==> src/rtl/cpu_pkg.sv <==
// Shared definitions for the multi-cycle CPU control path.
//
// Contents:
//   ctrl_state_e   - control FSM state encoding
//   instr_class_e  - decoded instruction class used by the DECODE transition
//   OPC_* / FN_*   - opcode and R-type funct constants
//   ALU_*          - ALU operation codes
//   PC_SRC_*       - pc_src mux encodings
//   SRCB_*         - alu_src_b mux encodings
//   classify()     - opcode/funct -> instruction class
//   uses_sext()    - opcodes whose immediate is sign extended
//
// StTrap is only reachable when CTRL_ILLEGAL_TRAP_EN is defined.
package cpu_pkg;

    typedef enum logic [3:0] {
        StIdle,
        StFetch,
        StDecode,
        StExecR,
        StExecI,
        StMemAddr,
        StMemRd,
        StMemWb,
        StMemWr,
        StBranch,
        StJump,
        StWbR,
        StWbI,
        StTrap
    } ctrl_state_e;

    typedef enum logic [2:0] {
        ClsRtype,
        ClsItype,
        ClsMem,
        ClsBranch,
        ClsJump,
        ClsIllegal
    } instr_class_e;

    // Opcodes (instruction[31:26])
    localparam logic [5:0] OPC_RTYPE = 6'h00;
    localparam logic [5:0] OPC_J     = 6'h02;
    localparam logic [5:0] OPC_BEQ   = 6'h04;
    localparam logic [5:0] OPC_ADDIU = 6'h09;
    localparam logic [5:0] OPC_ANDI  = 6'h0C;
    localparam logic [5:0] OPC_ORI   = 6'h0D;
    localparam logic [5:0] OPC_LUI   = 6'h0F;
    localparam logic [5:0] OPC_LW    = 6'h23;
    localparam logic [5:0] OPC_SW    = 6'h2B;

    // R-type funct (instruction[5:0])
    localparam logic [5:0] FN_ADD = 6'h21;
    localparam logic [5:0] FN_SUB = 6'h23;
    localparam logic [5:0] FN_AND = 6'h24;
    localparam logic [5:0] FN_OR  = 6'h25;
    localparam logic [5:0] FN_SLT = 6'h2A;

    // ALU operation codes
    localparam logic [2:0] ALU_ADD = 3'd0;
    localparam logic [2:0] ALU_SUB = 3'd1;
    localparam logic [2:0] ALU_AND = 3'd2;
    localparam logic [2:0] ALU_OR  = 3'd3;
    localparam logic [2:0] ALU_SLT = 3'd4;
    localparam logic [2:0] ALU_LUI = 3'd5;

    // pc_src encodings
    localparam logic [1:0] PC_SRC_SEQ = 2'd0;
    localparam logic [1:0] PC_SRC_BR  = 2'd1;
    localparam logic [1:0] PC_SRC_JMP = 2'd2;

    // alu_src_b encodings
    localparam logic [1:0] SRCB_RT      = 2'd0;
    localparam logic [1:0] SRCB_FOUR    = 2'd1;
    localparam logic [1:0] SRCB_IMM     = 2'd2;
    localparam logic [1:0] SRCB_IMM_SH2 = 2'd3;

    function automatic instr_class_e classify(input logic [5:0] op, input logic [5:0] fn);
        instr_class_e cls;
        cls = ClsIllegal;
        case (op)
            OPC_RTYPE: begin
                if ((fn == FN_ADD) || (fn == FN_SUB) || (fn == FN_AND) ||
                    (fn == FN_OR) || (fn == FN_SLT)) begin
                    cls = ClsRtype;
                end
            end
            OPC_ADDIU, OPC_ANDI, OPC_ORI, OPC_LUI: cls = ClsItype;
            OPC_LW, OPC_SW:                        cls = ClsMem;
            OPC_BEQ:                               cls = ClsBranch;
            OPC_J:                                 cls = ClsJump;
            default:                               cls = ClsIllegal;
        endcase
        return cls;
    endfunction

    function automatic logic uses_sext(input logic [5:0] op);
        return (op == OPC_ADDIU) || (op == OPC_LW) || (op == OPC_SW) || (op == OPC_BEQ);
    endfunction

endpackage

==> src/rtl/alu_decode.sv <==
// ALU operation decode for the multi-cycle controller.
//
// Ports:
//   i_state   - current control FSM state
//   i_opcode  - latched opcode
//   i_funct   - latched funct
//   o_alu_op  - ALU operation code
//
// FETCH/DECODE/address states add; BRANCH subtracts for the zero compare; R-type and
// I-type ALU states take their operation from funct/opcode. Writeback states keep the
// execute operation so the ALU result stays stable while it is written.
module alu_decode
    import cpu_pkg::*;
#(
    parameter int unsigned OP_W    = 6,
    parameter int unsigned ALUOP_W = 3
) (
    input  ctrl_state_e        i_state,
    input  logic [OP_W-1:0]    i_opcode,
    input  logic [OP_W-1:0]    i_funct,
    output logic [ALUOP_W-1:0] o_alu_op
);

    always_comb begin
        o_alu_op = ALUOP_W'(ALU_ADD);
        case (i_state)
            StExecR, StWbR: begin
                case (i_funct)
                    FN_ADD:  o_alu_op = ALUOP_W'(ALU_ADD);
                    FN_SUB:  o_alu_op = ALUOP_W'(ALU_SUB);
                    FN_AND:  o_alu_op = ALUOP_W'(ALU_AND);
                    FN_OR:   o_alu_op = ALUOP_W'(ALU_OR);
                    FN_SLT:  o_alu_op = ALUOP_W'(ALU_SLT);
                    default: o_alu_op = ALUOP_W'(ALU_ADD);
                endcase
            end
            StExecI, StWbI: begin
                case (i_opcode)
                    OPC_ADDIU: o_alu_op = ALUOP_W'(ALU_ADD);
                    OPC_ANDI:  o_alu_op = ALUOP_W'(ALU_AND);
                    OPC_ORI:   o_alu_op = ALUOP_W'(ALU_OR);
                    OPC_LUI:   o_alu_op = ALUOP_W'(ALU_LUI);
                    default:   o_alu_op = ALUOP_W'(ALU_ADD);
                endcase
            end
            StBranch: o_alu_op = ALUOP_W'(ALU_SUB);
            default:  o_alu_op = ALUOP_W'(ALU_ADD);
        endcase
    end

endmodule

==> src/rtl/multicycle_ctrl.sv <==
// Multi-cycle CPU control unit (Moore FSM).
//
// Sequences PC, IR, register file, ALU, immediate extender and memory over several
// cycles per instruction and stalls FETCH/MEM_RD/MEM_WR on mem_ready. All outputs are
// combinational decode of the registered state, latched opcode/funct, zero and
// mem_ready.
//
// Ports:
//   clk, rst_n        - clock (rising edge), asynchronous active-low reset
//   opcode, funct     - instruction fields from the IR (sampled in DECODE)
//   zero              - ALU zero flag
//   mem_ready         - memory completes the current access this cycle
//   pc_we, pc_src     - PC write enable / source (PC+4, branch, jump)
//   ir_we             - instruction register load
//   mem_re, mem_we    - memory read / write
//   iord              - memory address select (0 = PC, 1 = ALU result)
//   reg_we, reg_dst   - register write enable / destination (0 = rt, 1 = rd)
//   mem_to_reg        - writeback source (0 = ALU, 1 = memory)
//   sext              - immediate sign extend (1) or zero extend (0)
//   alu_src_b, alu_op - ALU operand B select / operation
//   retire            - one-cycle pulse when an instruction completes
//   illegal           - illegal-instruction trap flag
//
// Build option CTRL_ILLEGAL_TRAP_EN: when defined, an illegal opcode/funct enters TRAP,
// which holds with illegal=1 until reset. When undefined, an illegal instruction
// retires as a NOP from DECODE and illegal is tied low.
module multicycle_ctrl
    import cpu_pkg::*;
#(
    parameter int unsigned OP_W    = 6,
    parameter int unsigned ALUOP_W = 3
) (
    input  logic               clk,
    input  logic               rst_n,
    input  logic [OP_W-1:0]    opcode,
    input  logic [OP_W-1:0]    funct,
    input  logic               zero,
    input  logic               mem_ready,
    output logic               pc_we,
    output logic [1:0]         pc_src,
    output logic               ir_we,
    output logic               mem_re,
    output logic               mem_we,
    output logic               iord,
    output logic               reg_we,
    output logic               reg_dst,
    output logic               mem_to_reg,
    output logic               sext,
    output logic [1:0]         alu_src_b,
    output logic [ALUOP_W-1:0] alu_op,
    output logic               retire,
    output logic               illegal
);

    ctrl_state_e        r_state;
    ctrl_state_e        w_state_next;
    logic [OP_W-1:0]    r_op;
    logic [OP_W-1:0]    r_funct;
    instr_class_e       w_dec_class;
    logic               w_sext_op;
    logic [ALUOP_W-1:0] w_alu_op;

    // DECODE steers on the live IR fields; later states use the latched copies.
    assign w_dec_class = classify(opcode, funct);
    assign w_sext_op   = uses_sext(r_op);

    // State register
    always_ff @(posedge clk or negedge rst_n) begin
        if (!rst_n) begin
            r_state <= StIdle;
        end else begin
            r_state <= w_state_next;
        end
    end

    // Opcode/funct latch, captured at the end of DECODE
    always_ff @(posedge clk or negedge rst_n) begin
        if (!rst_n) begin
            r_op    <= '0;
            r_funct <= '0;
        end else if (r_state == StDecode) begin
            r_op    <= opcode;
            r_funct <= funct;
        end
    end

    // Next-state logic
    always_comb begin
        w_state_next = r_state;
        unique case (r_state)
            StIdle:  w_state_next = StFetch;
            StFetch: if (mem_ready) w_state_next = StDecode;
            StDecode: begin
                case (w_dec_class)
                    ClsRtype:  w_state_next = StExecR;
                    ClsItype:  w_state_next = StExecI;
                    ClsMem:    w_state_next = StMemAddr;
                    ClsBranch: w_state_next = StBranch;
                    ClsJump:   w_state_next = StJump;
`ifdef CTRL_ILLEGAL_TRAP_EN
                    default:   w_state_next = StTrap;
`else
                    default:   w_state_next = StFetch;
`endif
                endcase
            end
            StExecR:   w_state_next = StWbR;
            StExecI:   w_state_next = StWbI;
            StMemAddr: w_state_next = (r_op == OPC_LW) ? StMemRd : StMemWr;
            StMemRd:   if (mem_ready) w_state_next = StMemWb;
            StMemWr:   if (mem_ready) w_state_next = StFetch;
            StMemWb, StWbR, StWbI, StBranch, StJump: w_state_next = StFetch;
`ifdef CTRL_ILLEGAL_TRAP_EN
            StTrap:    w_state_next = StTrap;
`endif
            default:   w_state_next = StIdle;
        endcase
    end

    alu_decode #(
        .OP_W    (OP_W),
        .ALUOP_W (ALUOP_W)
    ) u_alu_decode (
        .i_state  (r_state),
        .i_opcode (r_op),
        .i_funct  (r_funct),
        .o_alu_op (w_alu_op)
    );

    assign alu_op = w_alu_op;

    // Output decode
    always_comb begin
        pc_we      = 1'b0;
        pc_src     = PC_SRC_SEQ;
        ir_we      = 1'b0;
        mem_re     = 1'b0;
        mem_we     = 1'b0;
        iord       = 1'b0;
        reg_we     = 1'b0;
        reg_dst    = 1'b0;
        mem_to_reg = 1'b0;
        sext       = 1'b0;
        alu_src_b  = SRCB_RT;
        retire     = 1'b0;
        illegal    = 1'b0;
        unique case (r_state)
            StFetch: begin
                mem_re    = 1'b1;
                alu_src_b = SRCB_FOUR;
                // IR and PC commit only once the instruction word is actually there
                ir_we     = mem_ready;
                pc_we     = mem_ready;
            end
            StDecode: begin
                // Precompute branch target while the register file is read
                alu_src_b = SRCB_IMM_SH2;
                sext      = 1'b1;
`ifndef CTRL_ILLEGAL_TRAP_EN
                retire    = (w_dec_class == ClsIllegal);
`endif
            end
            StWbR: begin
                reg_we  = 1'b1;
                reg_dst = 1'b1;
                retire  = 1'b1;
            end
            StExecI: begin
                alu_src_b = SRCB_IMM;
                sext      = w_sext_op;
            end
            StWbI: begin
                alu_src_b = SRCB_IMM;
                sext      = w_sext_op;
                reg_we    = 1'b1;
                retire    = 1'b1;
            end
            StMemAddr: begin
                alu_src_b = SRCB_IMM;
                sext      = w_sext_op;
            end
            StMemRd: begin
                alu_src_b = SRCB_IMM;
                sext      = w_sext_op;
                mem_re    = 1'b1;
                iord      = 1'b1;
            end
            StMemWb: begin
                sext       = w_sext_op;
                reg_we     = 1'b1;
                mem_to_reg = 1'b1;
                retire     = 1'b1;
            end
            StMemWr: begin
                alu_src_b = SRCB_IMM;
                sext      = w_sext_op;
                mem_we    = 1'b1;
                iord      = 1'b1;
                retire    = mem_ready;
            end
            StBranch: begin
                sext   = w_sext_op;
                pc_we  = zero;
                pc_src = PC_SRC_BR;
                retire = 1'b1;
            end
            StJump: begin
                pc_we  = 1'b1;
                pc_src = PC_SRC_JMP;
                retire = 1'b1;
            end
`ifdef CTRL_ILLEGAL_TRAP_EN
            StTrap: illegal = 1'b1;
`endif
            default: ;
        endcase
    end

endmodule

==> config.mk <==
export PLATFORM = sky130hd
export DESIGN_NAME = multicycle_ctrl
export DESIGN_NICKNAME = d
export VERILOG_FILES = /design/src/rtl/cpu_pkg.sv /design/src/rtl/alu_decode.sv /design/src/rtl/multicycle_ctrl.sv
export SDC_FILE = /design/constraint.sdc
export NUM_CORES = 1
export LEC_CHECK = 0
export CAP_MARGIN = 15
export CORE_MARGIN = 1.5
export CORE_UTILIZATION = 41
export CTS_CLUSTER_SIZE = 30
export DETAILED_ROUTE_END_ITERATION = 8
export DONT_BUFFER_PORTS = 1
export PLACE_DENSITY_LB_ADDON = 0.2
export SKIP_LAST_GASP = 1
export SYNTH_ARGS = -nofsm -noshare
export SYNTH_HDL_FRONTEND = slang
export SYNTH_SLANG_ARGS = --single-unit
==> constraint.sdc <==
create_clock -name clk -period 1.95 [get_ports clk]
set_input_delay 0.195 -clock clk [delete_from_list [all_inputs] [get_ports clk]]
set_output_delay 0.195 -clock clk [all_outputs]
set_load 0.01 [all_outputs]
-- Word-level counts from Yosys, hierarchy flattened
Cells that the tools add are included.
- flip-flop bits (word level): 16
- logic and storage cells: 92
- eq/ne operators: 44
- reduce and logical (&&, ||, !) cells: 22
- multiplexer cells: 23
- operators by type and width (operator ; number):
    $eq A6 B6 Y1 const B ; 13
    $eq A6 B4 Y1 const B ; 8
    $pmux W4 S8 ; 1
    $eq A4 B4 Y1 const B ; 5
    $pmux W4 S5 ; 1
    $pmux W3 S3 ; 2
    $eq A4 B3 Y1 const B ; 4
    $mux W4 ; 4
    $pmux W3 S5 ; 1
    $eq A6 B3 Y1 const B ; 2
    $pmux W3 S4 ; 1
    $reduce_or A2 Y1 ; 5
    $reduce_or A5 Y1 ; 2
    $eq A4 B2 Y1 const B ; 2
    $logic_or A1 B1 Y1 ; 7
    $mux W1 ; 7
    $reduce_or A7 Y1 ; 1
    $eq A3 B2 Y1 const B ; 2
    $eq A3 B3 Y1 const B ; 2
    $eq A6 B2 Y1 const B ; 1
    $logic_not A6 Y1 ; 1
    $ne A2 B2 Y1 const B ; 3
    $pmux W1 S3 ; 2
    $pmux W2 S3 ; 1
    11 further kinds ; 11

-- Logic depth before layout (Yosys ltp)
Gate-level depths: netlist of run 1.
- word-level depth: 10
- depth in mapped cells: 7

-- By module
A second synthesis of run 1 with hierarchy kept.
- cells, all modules: 159
- area, all modules: 1368.8 µm²
- modules (own cells, without submodules) (module ; seq. area each (µm²) ; times used ; cells each ; area an instance (µm²)):
    multicycle_ctrl ; 400.4 ; 1 ; 143 ; 1249.9
    alu_decode ; 0.0 ; 1 ; 16 ; 118.9

-- Worst setup path before layout of run 1
OpenSTA, ideal clock, no wires.
- kind: reg-to-output
- start point: register r_state[0]
- end point: output alu_op[2]
- buffers on the path: 1
- data arrival time: 1.563 ns
- required time: 1.755 ns
- cell stages (with the launch flop): 5
- slack: 0.192 ns
- cell sequence: dfrtp_1 > buf_2 > nand2_1 > or4b_1 > o41ai_1
- cells in the longest elaborated chain, start to end: 3
- RTL lines (what ; RTL line ; text):
    start, declared ; multicycle_ctrl.sv:55 ; ctrl_state_e r_state;
    start signal, assigned ; multicycle_ctrl.sv:70 ; r_state <= StIdle;
    start signal, assigned ; multicycle_ctrl.sv:72 ; r_state <= w_state_next;
    $eq A4 B3 Y1, or another cell as far along ; alu_decode.sv:26 ; case (i_state)
    $reduce_or A2 Y1 ; alu_decode.sv:26 ;
    $pmux W3 S3 (*) ; alu_decode.sv:26 ;
    end, declared ; multicycle_ctrl.sv:50 ; output logic [ALUOP_W-1:0] alu_op,
Mark *: on every way between the ends. The rest lies on a longest branch, timed or not.

-- Worst setup path after layout of run 1
- start point: register r_state[0]
- end point: output sext
- cells in the longest elaborated chain, start to end: 3
- RTL lines (what ; RTL line ; text):
    $eq A4 B4 Y1 / $eq A4 B3 Y1 (equally long branches) ; multicycle_ctrl.sv:147 ; unique case (r_state)
    $reduce_or A7 Y1 (no line) ; n/a ;
    $pmux W1 S2 (*) ; multicycle_ctrl.sv:147 ;
    end, declared ; multicycle_ctrl.sv:48 ; output logic sext,
Marks and branches as above.

==> impl_metrics.toml, run 1 <==
[run_status]
status = "completed"

[grt]
grt_pass1_vias = 1173
grt_pass1_wl_mm = 5.42
grt_overflow = 0
antenna_found_initial = 0
gr-usage-all-layers_pct = 20.2
grt_max_degree = 19

[die]
io_pins = 34
dieWidth_um = 59.4
die_h_um = 59.4
initial_core_util_pct = 43.1
die_area_sq_mm = 0.00353
placement_rows = 20
core_sq_mm = 0.00303

[yosys]
synth_top_cell_by_area = "dfrtp_1"
synthFlopType = "dfrtp_1"
avgSynthCellArea_sq_um = 7.59
synth-async-reset-ratio_pct = 100
ys_types = 46
yosysMostFrequentCell = "nand2_1"
synth-seq-cells = 16
syn-instance-count = 172
synthTopCellsByCount = "nand2_1, nor2_1, dfrtp_1, o21ai_0, nand2b_1"
synth_nets = 188
synth_top_area_share_pct = 30.7
seq_area_frac_synth_pct = 30.7
synth_edf_count = 0
yosys-top-cells-area = "dfrtp_1, nand2_1, nand2b_1"
syn_area_sq_mm = 0.00131
yosysWarningCount = 0

[clock_network]
htreeDepth = 1
clockRootBuffer = "clkbuf_4"
cts_buffer_depth = 2
clk_latency_ps = 280
clock_sinks = 16
cts_tree = "done"
numCtsBuffers = 3
cts.reportedPaths.clkPinSlew_ps = 90

[critical_path]
crit_path_cell_trace = "buf_4 > buf_4 > nand2b_1 > a21oi_1 > nor2_1 > o31ai_4"
endpoint_kind = "output pin"
required_ps = 1750
worst-path-buf-inv = 2
cpMostUsedCell = "buf_4"
slowest_stage = "dfrtp_1"
critPathKind = "flop to output pin"
cp_top_family = "flip-flops"
crit_arrival_ps = 1680
cp_slowest_stage_delay_ps = 410
worst_setup_path_start_kind = "flop"
path_max_fanout = 16

[timing]
fmaxAchievable_ghz = 0.534
slew_viol_final = 0
final-hold-violation-count = 0
fin_skew_ps = 1.26
worstMarginPinSlew_ps = 712
relSlewSlack_pct = 52.4
timing.final.ws_setup_ps = 76.2
setup-violations-final = 0
whs_ps = 9.47
finalCritPeriodShare_pct = 96.1
period_minus_slack_ps = 1870

[power]
p_int_mw = 0.995
power.density_mw_per_mm2 = 1270
pwr-share-clk_pct = 11.7
power_frac_comb_pct = 51.9
switchingPower_mw = 0.883
leakagePower_nw = 0.617
p_seq_share_pct = 36.4
ir_drop_mv = 0.430
switching_share_pct = 47.0

[place]
placed_area_sq_mm = 0.00137
place_congestion = 0.859
portBuffers = 0
hpwl_mm = 2.49
pre_cts_ws_ps = 226

[worst_hold_path]
hp-class = "input port to flop"

[final_layout]
area_growth_pct = 13.7
final_util_pct = 49.0
final_nets = 194
drive_above_1_share_pct = 19.8
diodes = 0
multiInputGateArea_sq_um = 887
nFillCells = 305
seqCellArea_sq_um = 402
finalInstanceArea_sq_mm = 0.00148

[job]
cap_violations = 0

[detailed_routing]
wirelength_mm = 3.32
postRouteAntennaNets = 0
via_count = 1258
drc = 0
wire_per_inst_um = 15.0
first_pass_iters = 4
via_per_inst = 5.69
drtIter0Drc = 97
## power groups by stage
| stage | Combinational [mW] | Clock [mW] | Sequential (mW) |
|---|---|---|---|
| finish | 0.974 | 0.220 | 0.683 |
| global route | 1.10 | 0.241 | 0.705 |
| CTS | 0.928 | 0.223 | 0.663 |
| detailed placement | 0.877 | 0 | 0.672 |
| global placement | 0.858 | 0 | 0.662 |
| floorplan | 0.739 | 0 | 0.598 |
## layer usage
layer	share of wire, %	up-vias	global-route usage (%)
met5	0	-	0
met4	0.60	0	5.84
met3	7.2	2	3.71
met2	46	38	31.2
met1	46	597	28.6
li1	-	621	-
## per-stage QoR
step	power (mW)	std cells	TNS, ps
after floorplan	1.34	172	0
after global placement	1.52	214	0
after detailed placement	1.55	214	0
after CTS	1.81	221	-7.11
after global routing	2.04	221	-18.5
final	1.88	221	0
## worst reg2reg max path, delay by kind of cell, from the launching register on
family | cells | cell delay, ps
and+or+nand+nor | 1 | 560
buffers and inverters | 1 | 200
DFF | 1 | 410
AOI/OAI and AO/OA | 2 | 510
## cells by family (layout without fill, tap and decap cells)
group | count (synthesis) | count (layout) | synth area share [%]
buf+inv | 14 | 19 | 5.56
simple gates | 92 | 92 | 34.9
compound gates | 45 | 45 | 25.6
other cells | 1 | 1 | 0.287
mux | 3 | 3 | 2.30
flops | 16 | 16 | 30.7
xor+xnor | 1 | 1 | 0.671
## final timing paths
path	startpoint	end	slack, ps	cells after the start
max in group asynchronous	rst_n	r_state[2]$_DFFE_PN0P_	1070	1
hold reg to reg	r_funct[5]$_DFFE_PN0P_	r_funct[5]$_DFFE_PN0P_	490	2
setup reg to reg	r_state[1]$_DFFE_PN0P_	r_state[1]$_DFFE_PN0P_	200	4
min in group asynchronous	rst_n	r_state[3]$_DFFE_PN0P_	390	1
hold / removal	funct[3]	r_funct[3]$_DFFE_PN0P_	9	2
setup / recovery	r_state[0]$_DFFE_PN0P_	sext	80	6
## sequential cells by signal, indices dropped and copies added, names as in the netlist
register / count
r_funct: 6
r_state: 4
r_op: 6
## cell usage in the layout (no fill, tap or decap), types with 2 or more instances in the layout
cell type and instances:
nand2_1 37, nor2b_1 5, nand3_1 3, nor2_2 2, or4_1 2, a21oi_1 9
nand3b_1 2, a311o_1 2, nor2_1 15, dfrtp_1 15, or3_4 2, inv_1 3
a31o_2 2, o21ai_0 12, mux2i_1 3, buf_4 11, nor3_1 3, nand2b_1 10
o31ai_1 3, nor3_2 2, clkbuf_4 3
## layout make-up
class	instances	share of cell area [%]
clock buffers	4	2.45
inverters	3	0.759
multi-input cells	142	59.8
flip-flops and latches	16	27.1
well taps	44	3.71
repair buffers	12	6.24
## timing repair
item,CTS,global route
endpoints found under the hold margin,16,0
resized for setup,4,10
hold buffers,1,0
pin swaps,0,2
gates cloned,0,0
setup endpoints to repair,2,7
buffers inserted,2,0
(Power assumes the default switching activity.)
==> inputs of run 2 (changes only) <==
--- a/constraint.sdc
+++ b/constraint.sdc
@@ -3,2 +3,2 @@
 set_output_delay 0.195 -clock clk [all_outputs]
-set_load 0.01 [all_outputs]
+set_load 0.005 [all_outputs]
==> impl_metrics.toml, run 2 (synthesis gave the netlist of run 1 again) <==
[job]
cap_violations = 0

[clock_network]
htreeDepth = 1
clockRootBuffer = "clkbuf_4"
clk_latency_ps = 290
cts.reportedPaths.clkPinSlew_ps = 100
numCtsBuffers = 3
cts_tree = "done"
cts_setup_buffers = 0
clock_sinks = 16
cts_buffer_depth = 2

[final_layout]
final_common_cell = "nand2_1"
final_cell_mix = "nand2_1, nor2_1, dfrtp_1, o21ai_0, nand2b_1"
largestRegisters = "r_funct x6, r_op x6, r_state x4"
drive_above_1_share_pct = 16.9
finalInstanceArea_sq_mm = 0.00149
area_growth_pct = 13.9
nFillCells = 305
diodes = 0
final_nets = 194
final_util_pct = 49.1
finalNonFillerCells = 221

[critical_path]
worstRegToRegCells = 4
required_ps = 1750
r2r_slack_ps = 190
path_max_fanout = 2
endpoint_kind = "output pin"
critPathKind = "flop to output pin"
worst_setup_path_start_kind = "flop"
crit_arrival_ps = 1750

[timing]
finalCritPeriodShare_pct = 99.7
rsz0062_at_grt = "true"
period_minus_slack_ps = 1940
fin_skew_ps = 5.17
worstMarginPinSlew_ps = 734
timing.final.ws_setup_ps = 5.69
fmaxAchievable_ghz = 0.514
final-hold-violation-count = 0
slew_viol_final = 0
setup-violations-final = 0
relSlewSlack_pct = 50.9

[place]
place_congestion = 0.848
pre_cts_ws_ps = 226
place_inst = 213
portBuffers = 0
hpwl_mm = 2.59
placed_area_sq_mm = 0.00137

[power]
p_total_mw = 1.79
ir_drop_mv = 0.379
power.density_mw_per_mm2 = 1210
leakagePower_nw = 0.613

[detailed_routing]
wire_per_inst_um = 15.3
met2_length_mm = 1.57
drc = 0
via_count = 1246
top_layer_used = "met4"
wirelength_mm = 3.38
wl_met3_um = 170
first_pass_iters = 4
via_per_inst = 5.64
wl_met1_mm = 1.61
drtIter0Drc = 77
postRouteAntennaNets = 0

[grt]
grt_max_degree = 21
grt_pass1_vias = 1222
grt_pass1_wl_mm = 5.60
antenna_found_initial = 0
grt_overflow = 0
gr-usage-all-layers_pct = 21.0

[run_status]
status = "completed"

[worst_hold_path]
worstHoldPathCells = 2
hp-class = "input port to flop"

[die]
io_pins = 34
die_area_sq_mm = 0.00353
initial_core_util_pct = 43.1
die_h_um = 59.4
core_sq_mm = 0.00303
placement_rows = 20
dieWidth_um = 59.4
[run 2: timing repair]
action,CTS,global route
hold endpoints to repair,18,1
hold buffers,3,1
pin swaps,0,1
resized for setup,4,7
setup endpoints to repair,2,7
[run 2: area by class of cell]
type,count,area [sq um],share of cell area (%)
clock buffer,4,36.3,2.44
tap,44,55.1,3.70
multi-input combinational,142,870,58.5
inverter,3,11.3,0.758
timing repair buffer,12,113,7.58
sequential,16,402,27.0
[run 2: path summary, 6_finish.rpt]
check / start / to
worst max-delay path: r_state[2]$_DFFE_PN0P_ / alu_op[2]
worst min-delay path: opcode[5] / r_op[5]$_DFFE_PN0P_
worst max register to register: r_state[1]$_DFFE_PN0P_ / r_state[1]$_DFFE_PN0P_
worst min register to register: r_funct[5]$_DFFE_PN0P_ / r_funct[5]$_DFFE_PN0P_
max in group asynchronous: rst_n / r_state[3]$_DFFE_PN0P_
min in group asynchronous: rst_n / r_op[5]$_DFFE_PN0P_
[run 2: power by group]
group / switching [mW] / total (mW) / leakage, nW / internal, mW
clock network: 0.110 / 0.224 / 0.0210 / 0.114
registers: 0.182 / 0.668 / 0.196 / 0.486
logic: 0.522 / 0.900 / 0.396 / 0.378
[run 2: metrics by stage]
step                hold WS [ps]  TNS (ps)
finish                      9.32         0
global route                11.3     -51.4
floorplan                   -101         0
detailed placement          -100         0
global placement            -100         0
CTS                         1.91     -16.8
[run 2: critical path, stage by stage, from the launching register on]
cell,delay [ps]
dfrtp_1,440
or4b_4,570
o41ai_2,300
buf_4,160
[run 2: routing by layer]
metal	up-vias	GRT usage (%)
met4	0	6.82
met2	35	33.9
met5	-	0
met3	2	2.84
li1	620	-
met1	589	28.8
==> inputs of run 3 (changes only) <==
Settings changed: SETUP_SLACK_MARGIN set to 0.5.
Clock period 1.95 ns to 2.1 ns, I/O delays scaled along.
==> impl_metrics.toml, run 3 (synthesis gave the netlist of run 1 again) <==
[detailed_routing]
drtIter0Drc = 88
postRouteAntennaNets = 0
first_pass_iters = 4
wire_per_inst_um = 16.5
wirelength_mm = 3.88
via_count = 1346
drc = 0
via_per_inst = 5.73

[power]
power.density_mw_per_mm2 = 1200
pwr-share-clk_pct = 9.7
leakagePower_nw = 0.756
switching_share_pct = 43.8
switchingPower_mw = 0.913
p_seq_share_pct = 31.6
power_frac_comb_pct = 58.6
p_int_mw = 1.17
ir_drop_mv = 0.392

[timing]
fmaxAchievable_ghz = 0.532
fin_skew_ps = 1.81
setup-violations-final = 0
rsz0062_at_grt = "true"
whs_ps = 25.1
fin_setup_tns_ps = 0
slew_viol_final = 0
relSlewSlack_pct = 51.0
period_minus_slack_ps = 1880
worstMarginPinSlew_ps = 733
finalCritPeriodShare_pct = 89.4
final-hold-violation-count = 0

[clock_network]
clock_sinks = 16
cts_tree = "done"
cts_buffer_depth = 2
htreeDepth = 1
clk_latency_ps = 280
clockRootBuffer = "clkbuf_4"
cts.reportedPaths.clkPinSlew_ps = 100
numCtsBuffers = 3

[final_layout]
diodes = 0
finalInstanceArea_sq_mm = 0.00174
drive_above_1_share_pct = 32.5
seqCellArea_sq_um = 407
area_growth_pct = 33.4
final_nets = 208
final_common_cell = "nand2_1"
final_cell_mix = "nand2_1, buf_4, nor2_1, o21ai_0, dfrtp_1"
multiInputGateArea_sq_um = 990
nFillCells = 281
largestRegisters = "r_funct x6, r_op x6, r_state x4"

[grt]
gr-usage-all-layers_pct = 21.8
grt_max_degree = 18
antenna_found_initial = 0
grt_pass1_wl_mm = 5.71
grt_overflow = 0
grt_pass1_vias = 1258

[die]
initial_core_util_pct = 43.1
placement_rows = 20
dieWidth_um = 59.4
core_sq_mm = 0.00303
io_pins = 34
die_area_sq_mm = 0.00353
die_h_um = 59.4

[place]
placed_area_sq_mm = 0.00134
hpwl_mm = 2.66
place_congestion = 0.915
portBuffers = 0

[run_status]
status = "completed"

[critical_path]
path_max_fanout = 4
worst_setup_path_start_kind = "flop"
required_ps = 1890
critPathKind = "flop to output pin"
crit_arrival_ps = 1670
endpoint_kind = "output pin"

[worst_hold_path]
hp-class = "input port to flop"

[job]
cap_violations = 0
==> run 3: cell count changes in the layout (fill, tap and decap cells not counted), moves of 2 or more <==
cell and delta:
nor2_1 -2, dlygate4sd3_1 -3, nor2_4 +2, dfrtp_2 +4, nand2b_4 +4, nor2b_1 -2
buf_4 +12, dfrtp_1 -4, buf_6 +3, nand2b_1 -3
==> run 3: metal layers <==
metal  wire (um)  global-route usage, %  up-vias
li1            -                      -      651
met1        1680                   28.7      638
met2        1890                   35.3       49
met3         239                   3.71        8
met4          66                   8.44        0
met5           0                      0        -
==> run 3: cell type report <==
type	instances	area share [%]
well taps	44	3.16
clock buffers	4	2.08
multi-input cells	142	56.9
flip-flops and latches	16	23.4
repair buffers	26	13.9
inverters	3	0.647
==> run 3: worst paths after layout <==
check	start	end	slack [ps]	cells after the start
max	r_state[1]$_DFFE_PN0P_	alu_op[1]	220	5
min	funct[2]	r_funct[2]$_DFFE_PN0P_	30	2
max reg2reg	r_state[1]$_DFFE_PN0P_	r_state[1]$_DFFE_PN0P_	480	4
min reg2reg	r_funct[5]$_DFFE_PN0P_	r_funct[5]$_DFFE_PN0P_	490	2
max in group asynchronous	rst_n	r_state[1]$_DFFE_PN0P_	1170	1
min in group asynchronous	rst_n	r_op[4]$_DFFE_PN0P_	420	1
==> run 3: power groups by stage <==
stage	registers, mW	clock network, mW	logic (mW)
2_1_floorplan	0.558	0	0.646
3_3_place_gp	0.625	0	0.725
3_5_place_dp	0.638	0	0.737
4_1_cts	0.634	0.213	0.945
5_1_grt	0.682	0.225	1.33
6_report	0.660	0.203	1.22
==> run 3: what timing repair did <==
item	in CTS	in global routing
setup endpoints to repair	28	26
hold buffers	1	0
buffers inserted	9	11
endpoints found under the hold margin	16	0
resized for setup	26	25
pin swaps	4	8
==> run 3: critical path, stage by stage, from the launching register on <==
cell,delay [ps]
dfrtp_2,470
nand2_2,80
or4b_4,530
nor2_4,110
nand3b_1,110
o21ai_2,90
==> run 3: through the flow <==
stage | instances | setup slack (ps) | utilization (%) | power [mW]
finish | 235 | 222 | 57.5 | 2.09
detailed placement | 210 | 239 | 44.4 | 1.38
global route | 235 | 171 | 57.5 | 2.24
CTS | 224 | 254 | 51.2 | 1.79
floorplan | 172 | 517 | - | 1.20
global placement | 210 | 283 | 44.4 | 1.35
